--- config.mk ---
export PLATFORM = sky130hd
export DESIGN_NAME = aud_dsp_interp_flat
export DESIGN_NICKNAME = d
export VERILOG_FILES = /design/src/rtl/aud_dsp_interp_if.sv /design/src/rtl/aud_dsp_interp.sv /design/src/flat_wrapper.sv
export SDC_FILE = /design/constraint.sdc
export NUM_CORES = 1
export LEC_CHECK = 0
export ABC_AREA = 1
export CAP_MARGIN = 30
export CORE_MARGIN = 8
export CORE_UTILIZATION = 54
export DETAILED_ROUTE_END_ITERATION = 10
export PLACE_DENSITY = 0.77
export SETUP_SLACK_MARGIN = 0.02
export SYNTH_ARGS = -nofsm -noshare
export SYNTH_HDL_FRONTEND = slang
export SYNTH_SLANG_ARGS = --single-unit
--- constraint.sdc ---
create_clock -name i_clk -period 59.6 [get_ports i_clk]
set_input_delay 11.92 -clock i_clk [delete_from_list [all_inputs] [get_ports i_clk]]
set_output_delay 11.92 -clock i_clk [all_outputs]
set_load 0.1 [all_outputs]
--- src/rtl/aud_dsp_interp_if.sv ---
// SRAM read port and DAC-side sample bus shared by the playback DSP and its neighbours.
// master = the DSP (drives address and sample), slave = SRAM/serializer side.
interface aud_dsp_interp_if #(
    parameter int unsigned DATA_W = 16,
    parameter int unsigned ADDR_W = 20
) ();
    logic [ADDR_W-1:0] sram_addr;
    logic [DATA_W-1:0] sram_data;
    logic [DATA_W-1:0] dac_data;
    logic              daclrck;

    modport master (
        output sram_addr,
        input  sram_data,
        output dac_data,
        input  daclrck
    );

    modport slave (
        input  sram_addr,
        output sram_data,
        input  dac_data,
        output daclrck
    );
endinterface

--- src/rtl/aud_dsp_interp.sv ---
// Playback DSP: steps SRAM addresses once per DAC LR-clock period and produces the DAC sample
// in normal, fast-skip, slow-hold or slow linear-interpolation modes.
module aud_dsp_interp #(
    parameter int unsigned DATA_W  = 16,
    parameter int unsigned ADDR_W  = 20,
    parameter int unsigned SPEED_W = 3
) (
    input  logic               i_clk,
    input  logic               i_rst,
    input  logic               i_start,
    input  logic               i_pause,
    input  logic               i_stop,
    input  logic [1:0]         i_mode,
    input  logic [SPEED_W-1:0] i_speed,
    input  logic [ADDR_W-1:0]  i_stop_addr,
    output logic [1:0]         o_state,
    output logic               o_fin,
    aud_dsp_interp_if.master   bus
);

    localparam int unsigned DIFF_W = DATA_W + 1;
    localparam int unsigned PROD_W = DATA_W + SPEED_W + 2;
    localparam int unsigned NUM_W  = SPEED_W + 1;
    localparam int unsigned SUM_W  = ADDR_W + 1;

    typedef enum logic [1:0] {
        ST_IDLE  = 2'd0,
        ST_PLAY  = 2'd1,
        ST_PAUSE = 2'd2
    } state_t;

    localparam logic [1:0] MODE_NORMAL = 2'b00;
    localparam logic [1:0] MODE_FAST   = 2'b01;
    localparam logic [1:0] MODE_HOLD   = 2'b10;
    localparam logic [1:0] MODE_INTERP = 2'b11;

    state_t             state_q, state_d;
    logic [ADDR_W-1:0]  addr_q, addr_d;
    logic [DATA_W-1:0]  prev_q, prev_d;
    logic [SPEED_W-1:0] k_q, k_d;
    logic [DATA_W-1:0]  dac_q, dac_d;
    logic               fin_q, fin_d;
    logic               lrck_q;

    logic                     tick_c;
    logic                     end_c;
    logic                     last_c;
    logic [SPEED_W-1:0]       k_eff_c;
    logic [NUM_W-1:0]         n_c;
    logic signed [DIFF_W-1:0] diff_c;
    logic signed [PROD_W-1:0] prod_c;
    logic signed [PROD_W-1:0] quot_c;
    logic [DATA_W-1:0]        interp_c;
    logic [SUM_W-1:0]         sum_c;
    logic [ADDR_W-1:0]        fast_addr_c;
    logic [ADDR_W-1:0]        addr_inc_c;
    logic                     unused_bits_c;

    // Falling edge of the LR clock marks one DAC sample period.
    assign tick_c = lrck_q & ~bus.daclrck;
    assign end_c  = (addr_q >= i_stop_addr);

    // Phase k past the current N (speed lowered mid-play) is treated as the final phase.
    assign n_c     = NUM_W'(i_speed) + NUM_W'(1);
    assign last_c  = (k_q >= i_speed);
    assign k_eff_c = last_c ? i_speed : k_q;

    assign diff_c   = $signed({bus.sram_data[DATA_W-1], bus.sram_data})
                    - $signed({prev_q[DATA_W-1], prev_q});
    assign prod_c   = $signed({{(PROD_W-DIFF_W){diff_c[DIFF_W-1]}}, diff_c})
                    * $signed({{(PROD_W-SPEED_W){1'b0}}, k_eff_c});
    assign quot_c   = prod_c / $signed({{(PROD_W-NUM_W){1'b0}}, n_c});
    // Quotient magnitude never exceeds |cur - prev|, so the low DATA_W bits are exact.
    assign interp_c = prev_q + quot_c[DATA_W-1:0];

    assign sum_c       = {1'b0, addr_q} + SUM_W'(n_c);
    assign fast_addr_c = (sum_c > {1'b0, i_stop_addr}) ? i_stop_addr : sum_c[ADDR_W-1:0];
    assign addr_inc_c  = addr_q + ADDR_W'(1);

    assign unused_bits_c = ^quot_c[PROD_W-1:DATA_W];

    // Next-state, datapath and output decode.
    always_comb begin
        state_d = state_q;
        addr_d  = addr_q;
        prev_d  = prev_q;
        k_d     = k_q;
        dac_d   = dac_q;
        fin_d   = 1'b0;

        case (state_q)
            ST_IDLE: begin
                dac_d = '0;
                if (i_start && !i_stop && !i_pause) begin
                    state_d = ST_PLAY;
                    addr_d  = '0;
                    k_d     = '0;
                    prev_d  = '0;
                end
            end

            ST_PLAY: begin
                if (i_stop) begin
                    state_d = ST_IDLE;
                end else if (end_c) begin
                    state_d = ST_IDLE;
                    fin_d   = 1'b1;
                end else if (i_pause) begin
                    state_d = ST_PAUSE;
                end else if (tick_c) begin
                    case (i_mode)
                        MODE_NORMAL: begin
                            dac_d  = bus.sram_data;
                            addr_d = addr_inc_c;
                        end
                        MODE_FAST: begin
                            dac_d  = bus.sram_data;
                            addr_d = fast_addr_c;
                        end
                        MODE_HOLD: begin
                            dac_d = bus.sram_data;
                            if (last_c) begin
                                k_d    = '0;
                                addr_d = addr_inc_c;
                            end else begin
                                k_d = k_q + SPEED_W'(1);
                            end
                        end
                        MODE_INTERP: begin
                            // N == 1 has no intermediate phases: emit the current word directly.
                            dac_d = (i_speed == '0) ? bus.sram_data : interp_c;
                            if (last_c) begin
                                prev_d = bus.sram_data;
                                k_d    = '0;
                                addr_d = addr_inc_c;
                            end else begin
                                k_d = k_q + SPEED_W'(1);
                            end
                        end
                        default: begin
                            dac_d = dac_q;
                        end
                    endcase
                end
            end

            ST_PAUSE: begin
                dac_d = '0;
                if (i_stop) begin
                    state_d = ST_IDLE;
                    addr_d  = '0;
                    k_d     = '0;
                    prev_d  = '0;
                end else if (i_start && !i_pause) begin
                    state_d = ST_PLAY;
                end
            end

            default: begin
                state_d = ST_IDLE;
            end
        endcase
    end

    // State and datapath registers.
    always_ff @(posedge i_clk) begin
        if (i_rst) begin
            state_q <= ST_IDLE;
            addr_q  <= '0;
            prev_q  <= '0;
            k_q     <= '0;
            dac_q   <= '0;
            fin_q   <= 1'b0;
            lrck_q  <= 1'b0;
        end else begin
            state_q <= state_d;
            addr_q  <= addr_d;
            prev_q  <= prev_d;
            k_q     <= k_d;
            dac_q   <= dac_d;
            fin_q   <= fin_d;
            lrck_q  <= bus.daclrck;
        end
    end

    assign o_state       = state_q;
    assign o_fin         = fin_q;
    assign bus.sram_addr = addr_q;
    assign bus.dac_data  = dac_q;

endmodule
--- src/flat_wrapper.sv ---
// flat-port wrapper written by rule: the top's interface ports become plain ports
module aud_dsp_interp_flat 
#(
    parameter int unsigned DATA_W  = 16,
    parameter int unsigned ADDR_W  = 20,
    parameter int unsigned SPEED_W = 3
)
  (i_clk, i_rst, i_start, i_pause, i_stop, i_mode, i_speed, i_stop_addr, o_state, o_fin, bus_sram_addr, bus_sram_data, bus_dac_data, bus_daclrck);
  aud_dsp_interp_if #(.DATA_W(DATA_W), .ADDR_W(ADDR_W)) bus_i ();
  input  logic i_clk;
  input  logic i_rst;
  input  logic i_start;
  input  logic i_pause;
  input  logic i_stop;
  input  logic [1:0] i_mode;
  input  logic [SPEED_W-1:0] i_speed;
  input  logic [ADDR_W-1:0] i_stop_addr;
  output logic [1:0] o_state;
  output logic o_fin;
  output wire logic [$bits(bus_i.sram_addr)-1:0] bus_sram_addr;
  input wire logic [$bits(bus_i.sram_data)-1:0] bus_sram_data;
  output wire logic [$bits(bus_i.dac_data)-1:0] bus_dac_data;
  input wire logic [$bits(bus_i.daclrck)-1:0] bus_daclrck;
  assign bus_sram_addr = bus_i.sram_addr;
  assign bus_i.sram_data = bus_sram_data;
  assign bus_dac_data = bus_i.dac_data;
  assign bus_i.daclrck = bus_daclrck;
  aud_dsp_interp #(.DATA_W(DATA_W), .ADDR_W(ADDR_W), .SPEED_W(SPEED_W)) u_core (.i_clk(i_clk), .i_rst(i_rst), .i_start(i_start), .i_pause(i_pause), .i_stop(i_stop), .i_mode(i_mode), .i_speed(i_speed), .i_stop_addr(i_stop_addr), .o_state(o_state), .o_fin(o_fin), .bus(bus_i));
endmodule
== Yosys cells after proc, flatten, opt, wreduce, memory -nomap -nowiden ==
Cells that the tools add are included.

* Bits in registers: 59
* Output and inout bits: 39

* Multiplexer cells: 44
* Magnitude comparators: 3
* Reduce and logical (&&, ||, !) cells: 19
* Div/mod/pow operators: 1
* Add/sub/neg operators: 6
* Equal/unequal tests: 17
* Multipliers: 1
* Bitwise logic cells: 3

{| class="wikitable"
|+ Operators by type and width
! operator !! number
|-
| $mux W16 || 13
|-
| $mux W20 || 8
|-
| $pmux W20 S3 || 2
|-
| $pmux W16 S2 || 2
|-
| $pmux W16 S3 || 1
|-
| $mux W3 || 9
|-
| $add A20 B4 Y21 || 1
|-
| $div A21 B5 Y21 || 1
|-
| $gt A21 B20 Y1 || 1
|-
| $mul A17 B4 Y21 || 1
|-
| $add A20 B1 Y20 const B || 1
|-
| $ge A20 B20 Y1 || 1
|-
| $sub A16 B16 Y17 || 1
|-
| $add A16 B16 Y16 || 1
|-
| $reduce_and A8 Y1 || 2
|-
| $mux W2 || 6
|-
| $ne A2 B2 Y1 const B || 5
|-
| $pmux W3 S3 || 1
|-
| $reduce_and A9 Y1 || 1
|-
| $ne A2 B1 Y1 const B || 4
|-
| $eq A2 B2 Y1 const B || 3
|-
| $ne A3 B2 Y1 const B || 2
|-
| $pmux W2 S3 || 1
|-
| $reduce_or A3 Y1 || 2
|-
| 17 further kinds || 24
|}

== Depth between registers and ports, before layout ==
Gate-level depths: netlist of the first run.

* Depth after elaboration: 12
* Gate-level depth with buffers: 313
* Gate-level depth less buffers: 301

== Least setup slack after synthesis of the first run ==
OpenSTA, ideal clock, no wires.

* Kind: input port to flip-flop
* Start: in bus_sram_data[0]
* End: reg u_core.dac_q[15] (netlist: u_core.bus.dac_data[15])
* Path buffers: 10
* Stages: 304
* Data required time: 59.481 ns
* Arrival: 51.116 ns
* Path slack: 8.366 ns
* Cell sequence: inv_1 > ha_1 > fa_1 > o21ai_0 > a21oi_1 > o21ai_0 > a21o_1 > a21oi_1 > o21ai_0 > a21o_1 > a21oi_1 > o21ai_0 > nand2_1 > inv_1 > nand2_1 > nand2_1 > nand3_1 > nand3_1 > (+268 left out) > a21oi_1 > o21ai_0 > a21oi_1 > o21ai_0 > a21oi_1 > o21bai_1 > nand2_1 > nand2_1 > a21oi_1 > xor2_1 > xor2_1 > inv_1 > nand3_1 > nand2_1 > nand2_1 > nand2_1 > nand2_1 > a21oi_1

* Cells in the longest elaborated chain, start to end: 11

{| class="wikitable"
|+ RTL lines
! what !! RTL line !! RTL
|-
| from (decl) || flat_wrapper.sv:21 || <nowiki>input wire logic [$bits(bus_i.sram_data)-1:0] bus_sram_data;</nowiki>
|-
| $sub A16 B16 Y17 || aud_dsp_interp.sv:69 || <nowiki>- $signed({prev_q[DATA_W-1], prev_q});</nowiki>
|-
| $mul A17 B4 Y21 || aud_dsp_interp.sv:71 || <nowiki>* $signed({{(PROD_W-SPEED_W){1'b0}}, k_eff_c});</nowiki>
|-
| $div A21 B5 Y21 || aud_dsp_interp.sv:72 || <nowiki>assign quot_c = prod_c / $signed({{(PROD_W-NUM_W){1'b0}}, n_c});</nowiki>
|-
| $add A16 B16 Y16 || aud_dsp_interp.sv:74 || <nowiki>assign interp_c = prev_q + quot_c[DATA_W-1:0];</nowiki>
|-
| $mux W16 || aud_dsp_interp.sv:131 || <nowiki>dac_d = (i_speed == '0) ? bus.sram_data : interp_c;</nowiki>
|-
| $pmux W16 S2 || aud_dsp_interp.sv:111 || <nowiki>case (i_mode)</nowiki>
|-
| $mux W16 || aud_dsp_interp.sv:110 || <nowiki>end else if (tick_c) begin</nowiki>
|-
| $mux W16 || aud_dsp_interp.sv:108 || <nowiki>end else if (i_pause) begin</nowiki>
|-
| $mux W16 || aud_dsp_interp.sv:105 || <nowiki>end else if (end_c) begin</nowiki>
|-
| $mux W16 || aud_dsp_interp.sv:103 || <nowiki>if (i_stop) begin</nowiki>
|-
| $pmux W16 S2 || aud_dsp_interp.sv:91 || <nowiki>case (state_q)</nowiki>
|-
| to (signal assigned) || aud_dsp_interp.sv:172 || <nowiki>dac_q <= '0;</nowiki>
|-
| to (signal assigned) || aud_dsp_interp.sv:180 || <nowiki>dac_q <= dac_d;</nowiki>
|-
| to (decl) || aud_dsp_interp.sv:41 || <nowiki>logic [DATA_W-1:0] dac_q, dac_d;</nowiki>
|}

No other way between the ends. The select of a mux whose other input is x is not followed.
A chain may end at the register's enable or synchronous reset.

== Worst setup path after layout of the first run ==
Ends and elaborated chain as after synthesis.

==> results of run 1 <==
## cell usage after synthesis, types with 14 or more instances
library cell    n
dfxtp_1        59
nand4_1        71
o21ai_2        19
o21bai_1       15
o21ai_0       173
xnor2_1        32
nor2_2         31
a21oi_1       181
nor2_1        256
or2_2          18
fa_1           20
nand2_2       112
o21ai_1        17
nor3_1         36
clkbuf_1       29
nand3b_1       17
a211oi_1       22
xor2_1         91
nor2_4         26
ha_1          202
o211ai_1       14
nand2_4        38
nand3_2        47
inv_2          28
nand2_1       664
nand3_1       189
inv_1         508
## kinds of logic (layout without fill, tap and decap cells)
kind of cell	count (synthesis)	in the layout	synth area share [%]
XOR/XNOR	125	125	6.04
flip-flops	59	59	6.43
AO/OA/AOI/OAI	482	482	15.1
adder cells (fa/ha/maj)	222	222	15.9
AND/OR/NAND/NOR	1547	1547	42.6
buffers and inverters	613	690	13.9
## state kept, by name, indices dropped and copies added (netlist names)
signal and cells:
u_core.k_q 3, u_core.o_fin 1, u_core.prev_q 16, u_core.bus.sram_addr 20, u_core.o_state 2, u_core.bus.dac_data 16
u_core.lrck_q 1
## through the flow
stage	cell area [um^2]	hold slack, ns	setup WS (ns)	setup TNS, ns
after floorplan	18400	0.458	8.37	0
after global placement	19500	0.456	4.13	0
after detailed placement	19500	0.460	2.03	0
after CTS	19800	0.477	2.18	0
after global routing	20100	0.500	-0.166	-0.166
final	20100	0.475	4.73	0
## final timing paths
check | end | slack, ns
max | u_core.bus.dac_data[15] | 4.73
min reg2reg | u_core.bus.dac_data[10] | 0.48
max reg2reg | u_core.bus.dac_data[15] | 16.45
min | u_core.bus.dac_data[10] | 0.48
## layout make-up
| cell class | instances | area (um^2) |
|---|---|---|
| clock buffers | 11 | 253 |
| multi-input cells | 2376 | 14800 |
| inverters | 560 | 2130 |
| flip-flops and latches | 59 | 1180 |
| fillers | 3284 | 13500 |
| well taps | 448 | 561 |
| clock inverters | 4 | 97.6 |
| repair buffers | 115 | 1100 |
## layer usage
metal | vias to the layer above | part of all wire, % | global-route usage [%]
li1 | 10000 | - | -
met1 | 8844 | 45 | 31.9
met2 | 477 | 47 | 43.2
met3 | 98 | 4.3 | 1.79
met4 | 0 | 3.2 | 8.15
met5 | - | 0 | 0
## worst max-delay path: cells and delay by family
family                     cells  cell delay (ns)
xor gates and xnor gates       2             0.38
AOI/OAI and AO/OA             83            12.49
adders and majority gates     28             8.70
and+or+nand+nor              129            16.18
buffers and inverters         52             5.37
## what timing repair did
item | CTS | global route
resized for setup | 0 | 26
endpoints found under the setup margin | 0 | 15
buffers inserted | 0 | 21
endpoints found under the hold margin | 0 | 0
==> results_dict.tcl, run 1 <==
set metrics [dict create \
    status "complete, no violations" \
    cp.arrival_ns 55.12 \
    required_ns 59.85 \
    maxSlewViolCount 0 \
    h-tree-depth 3 \
    start_util_pct 54.8 \
    setup_viol 0 \
    synth_cell_type_count 70 \
    critPathMostFrequentCell "nand2_1" \
    ys_ff_latch 59 \
    die-area_mm2 0.0402 \
    synth_fp_nets 3317 \
    via_per_inst 5.44 \
    synth_top_area_share_pct 13.7 \
    final_layout_size_suffix_gt1_share_pct 13.7 \
    finalCritPeriodShare_pct 92.1 \
    hold_viol_final 0 \
    first_global_vias 18600 \
    grt_max_degree 41 \
    layout_commonest_cell "nand2_1" \
    hold_path.class "flip-flop to flip-flop" \
    worst_skew_pair.late_latency_ns 0.33 \
    synth_area_leaders "ha_1 14%, nand2_1 14%, inv_1 10%" \
    dp_hpwl_um 43000 \
    cap_violations 0 \
    instances_no_fill 3573 \
    port_buffers 85 \
    synth_flop_cell "dfxtp_1" \
    synthToLayoutAreaGrowth_pct 9.25 \
    relSlewSlack_pct 30.3 \
    routed_wl_um 51700 \
    drt_iter0_markers 1161 \
    synthArstFlopShare_pct 0 \
    synth_cells 3048 \
    min_path_cells 2 \
    startpoint "bus_sram_data[0]" \
    ios 86 \
    num_antenna_cells 0 \
    antenna_found_initial 0 \
    fmax_mhz 18.2 \
    cts_made_buffers 9 \
    r2r_start "u_core.prev_q[2]" \
    cts_num_sinks 59 \
    worstMarginPinSlew_ns 1.04 \
    critPathMaxFanout 24 \
    synth_edf_count 0 \
    drc_errors 0 \
    cp-start-kind "input pin" \
    vias 19400 \
    yosys.area.top_type "ha_1" \
    wire_per_inst_um 14.5 \
    cts_tree "done" \
    worstSetupPathType "input pin to flip-flop" \
    cts.clk_slew.worst_paths_ns 0.05 \
    final_util_pct 59.9 \
    netlist_area_mm2 0.0184 \
    fp.coreArea_mm2 0.0335 \
    grt_overflow 0 \
    place_inst 3537 \
    drt_pass1_iterations 7 \
    cts_hold_buf 0 \
    die_y_um 201 \
    place_congestion 0.970 \
    end_kind "flip-flop" \
    antenna_left 0 \
    clk_path_buf_depth 2 \
    layout.nets 3390 \
    min_period_ns 54.87 \
    min-delay-start "u_core.bus.dac_data[10]" \
    yosysWarnings 0 \
    root_buffer "clkbuf_16" \
    fin_skew_ns 0.0113 \
    ys_seq_area_share_pct 6.43 \
    rows 67 \
    crit_slowest_cell "fa_1" \
    dieWidth_um 201 \
    grt_usage_pct 24.8 \
    avgSynthCellArea_um2 6.03 \
    crit_path_max_incr_delay_ns 0.50 \
    final_cell_mix "664 x nand2_1, 508 x inv_1, 248 x nor2_1" \
    grt_pass1_wl_um 87000 \
    rr_worst_depth 291 \
]
Power of run 1 is left out: the tool's default activity adds up to more than one toggle a clock period on the data nets, which glitch-free logic cannot reach.
==> run 2: changes to the inputs <==
--- a/config.mk
+++ b/config.mk
@@ -12,6 +12,7 @@
 export DETAILED_ROUTE_END_ITERATION = 10
 export PLACE_DENSITY = 0.77
 export SETUP_SLACK_MARGIN = 0.02
+export SLEW_MARGIN = 20
 export SYNTH_ARGS = -nofsm -noshare
 export SYNTH_HDL_FRONTEND = slang
 export SYNTH_SLANG_ARGS = --single-unit
==> run 2 against run 1 <==
Compared with the run above: die area is the same; non-clock buffer count shrank 1; core utilization shrank 0.30 points; clock skew shrank 0.0013 ns; register-to-register slack gained 0.06 ns; hold slack is essentially flat; final cell count is essentially flat; critical path depth shrank 5; critical endpoint unchanged; largest cell class unchanged.
==> results_dict.tcl, run 2 (synthesized netlist as in run 1, its figures left out) <==
set metrics [dict create \
    fmax_mhz 18.2 \
    root_buffer "clkbuf_16" \
    layout.nets 3389 \
    crit_slowest_cell "fa_1" \
    grt_pass1_wl_um 86500 \
    die-area_mm2 0.0402 \
    drt_iter0_markers 1160 \
    cts_hold_buf 0 \
    critPathMaxFanout 24 \
    cp.arrival_ns 55.05 \
    h-tree-depth 3 \
    grt_usage_pct 24.6 \
    clk_path_buf_depth 2 \
    cts_tree "done" \
    worstSetupPathType "input pin to flip-flop" \
    drc_errors 0 \
    num-fill-cells 3322 \
    crit_path_max_incr_delay_ns 0.49 \
    synthToLayoutAreaGrowth_pct 8.71 \
    hold_viol_final 0 \
    cts.clk_slew.worst_paths_ns 0.05 \
    critPathMostFrequentCell "nand2_1" \
    largest_reg_flops 20 \
    cts_num_sinks 59 \
    ios 86 \
    end_kind "flip-flop" \
    timing.critical_path.buf_inv 50 \
    final_cell_mix "664 x nand2_1, 508 x inv_1, 248 x nor2_1" \
    cap_violations 0 \
    setup_viol 0 \
    worstMarginPinSlew_ns 1.04 \
    start_util_pct 54.8 \
    dp_hpwl_um 43000 \
    relSlewSlack_pct 30.6 \
    dieWidth_um 201 \
    wire_per_inst_um 14.3 \
    required_ns 59.85 \
    hold_path.class "flip-flop to flip-flop" \
    grt_max_degree 41 \
    place_congestion 0.970 \
    port_buffers 85 \
    first_global_vias 18500 \
    antenna_found_initial 0 \
    layout_commonest_cell "nand2_1" \
    rows 67 \
    num_antenna_cells 0 \
    path_delay_family "simple AND/OR/NAND/NOR gates" \
    finalCritPeriodShare_pct 91.9 \
    cp-start-kind "input pin" \
    die_y_um 201 \
    cts_made_buffers 9 \
    final_layout_size_suffix_gt1_share_pct 13.7 \
    vias 19400 \
    fp.coreArea_mm2 0.0335 \
    worst_skew_pair.late_latency_ns 0.33 \
    status "complete, no violations" \
    min_period_ns 54.80 \
    fin_skew_ns 0.00998 \
    drt_pass1_iterations 6 \
    grt_overflow 0 \
    antenna_left 0 \
    routed_wl_um 51200 \
    finalSetupTns_ns 0 \
    maxSlewViolCount 0 \
    via_per_inst 5.42 \
]
==> run 2: cell types whose count changed in the layout (fill, tap and decap cells not counted) <==
cell / delta
o21ai_0: +1
nand2_4: -1
buf_16: -1
clkinv_2: +3
buf_8: +2
o21ai_1: -1
buf_4: -2
clkinvlp_4: -1
nand2_2: +1
bufinv_16: -3
==> run 2: cell type report <==
cell class                      count  area [um^2]  area share (%)
Clock buffer                       11          253            1.26
Timing Repair Buffer              114         1080            5.42
Inverter                          560         2130            10.7
Clock inverter                      3         15.0          0.0751
Tap cell                          448          561            2.81
Sequential cell                    59         1180            5.91
Multi-Input combinational cell   2376        14800            73.8
==> run 2: what timing repair did <==
| action | CTS | global route |
|---|---|---|
| endpoints found under the hold margin | 0 | 0 |
| setup buffers | 0 | 19 |
| gates resized for setup | 0 | 24 |
| endpoints found under the setup margin | 0 | 15 |
==> run 2: path summary, 6_finish.rpt <==
path / start / endpoint / slack (ns) / cells past startpoint
setup / recovery: bus_sram_data[2] / u_core.bus.dac_data[15] / 4.80 / 289
hold / removal: u_core.bus.dac_data[9] / u_core.bus.dac_data[9] / 0.47 / 2
setup reg to reg: u_core.prev_q[2] / u_core.bus.dac_data[15] / 16.51 / 289
hold reg to reg: u_core.bus.dac_data[9] / u_core.bus.dac_data[9] / 0.47 / 2
==> run 2: metrics by stage <==
step	cells	util [%]	hold slack [ns]	instance area (um^2)	setup WS, ns
finish	3571	59.6	0.475	20000	4.80
floorplan	3048	-	0.458	18400	8.37
detailed placement	3537	58.1	0.457	19500	1.94
global route	3571	59.6	0.484	20000	-0.0767
CTS	3551	58.9	0.465	19700	2.17
global placement	3536	58.0	0.456	19500	4.13
==> run 2: worst reg2reg max path: cells and delay by family (launching register included) <==
family,cells,cell delay [ns]
adder cells (fa/ha/maj),27,8.41
AND/OR/NAND/NOR,125,15.89
XOR/XNOR,3,0.66
AO/OA/AOI/OAI,84,12.93
flip-flops,1,0.34
buffers and inverters,50,4.75
==> run 2: routing by layer <==
layer	part of all wire, %	track usage (%)	vias up
met3	4.3	2.10	103
met2	47	42.8	494
met5	0	0	-
met4	3.3	8.33	0
met1	46	31.5	8777
li1	-	-	9986
Power of run 2 is left out for the same reason.
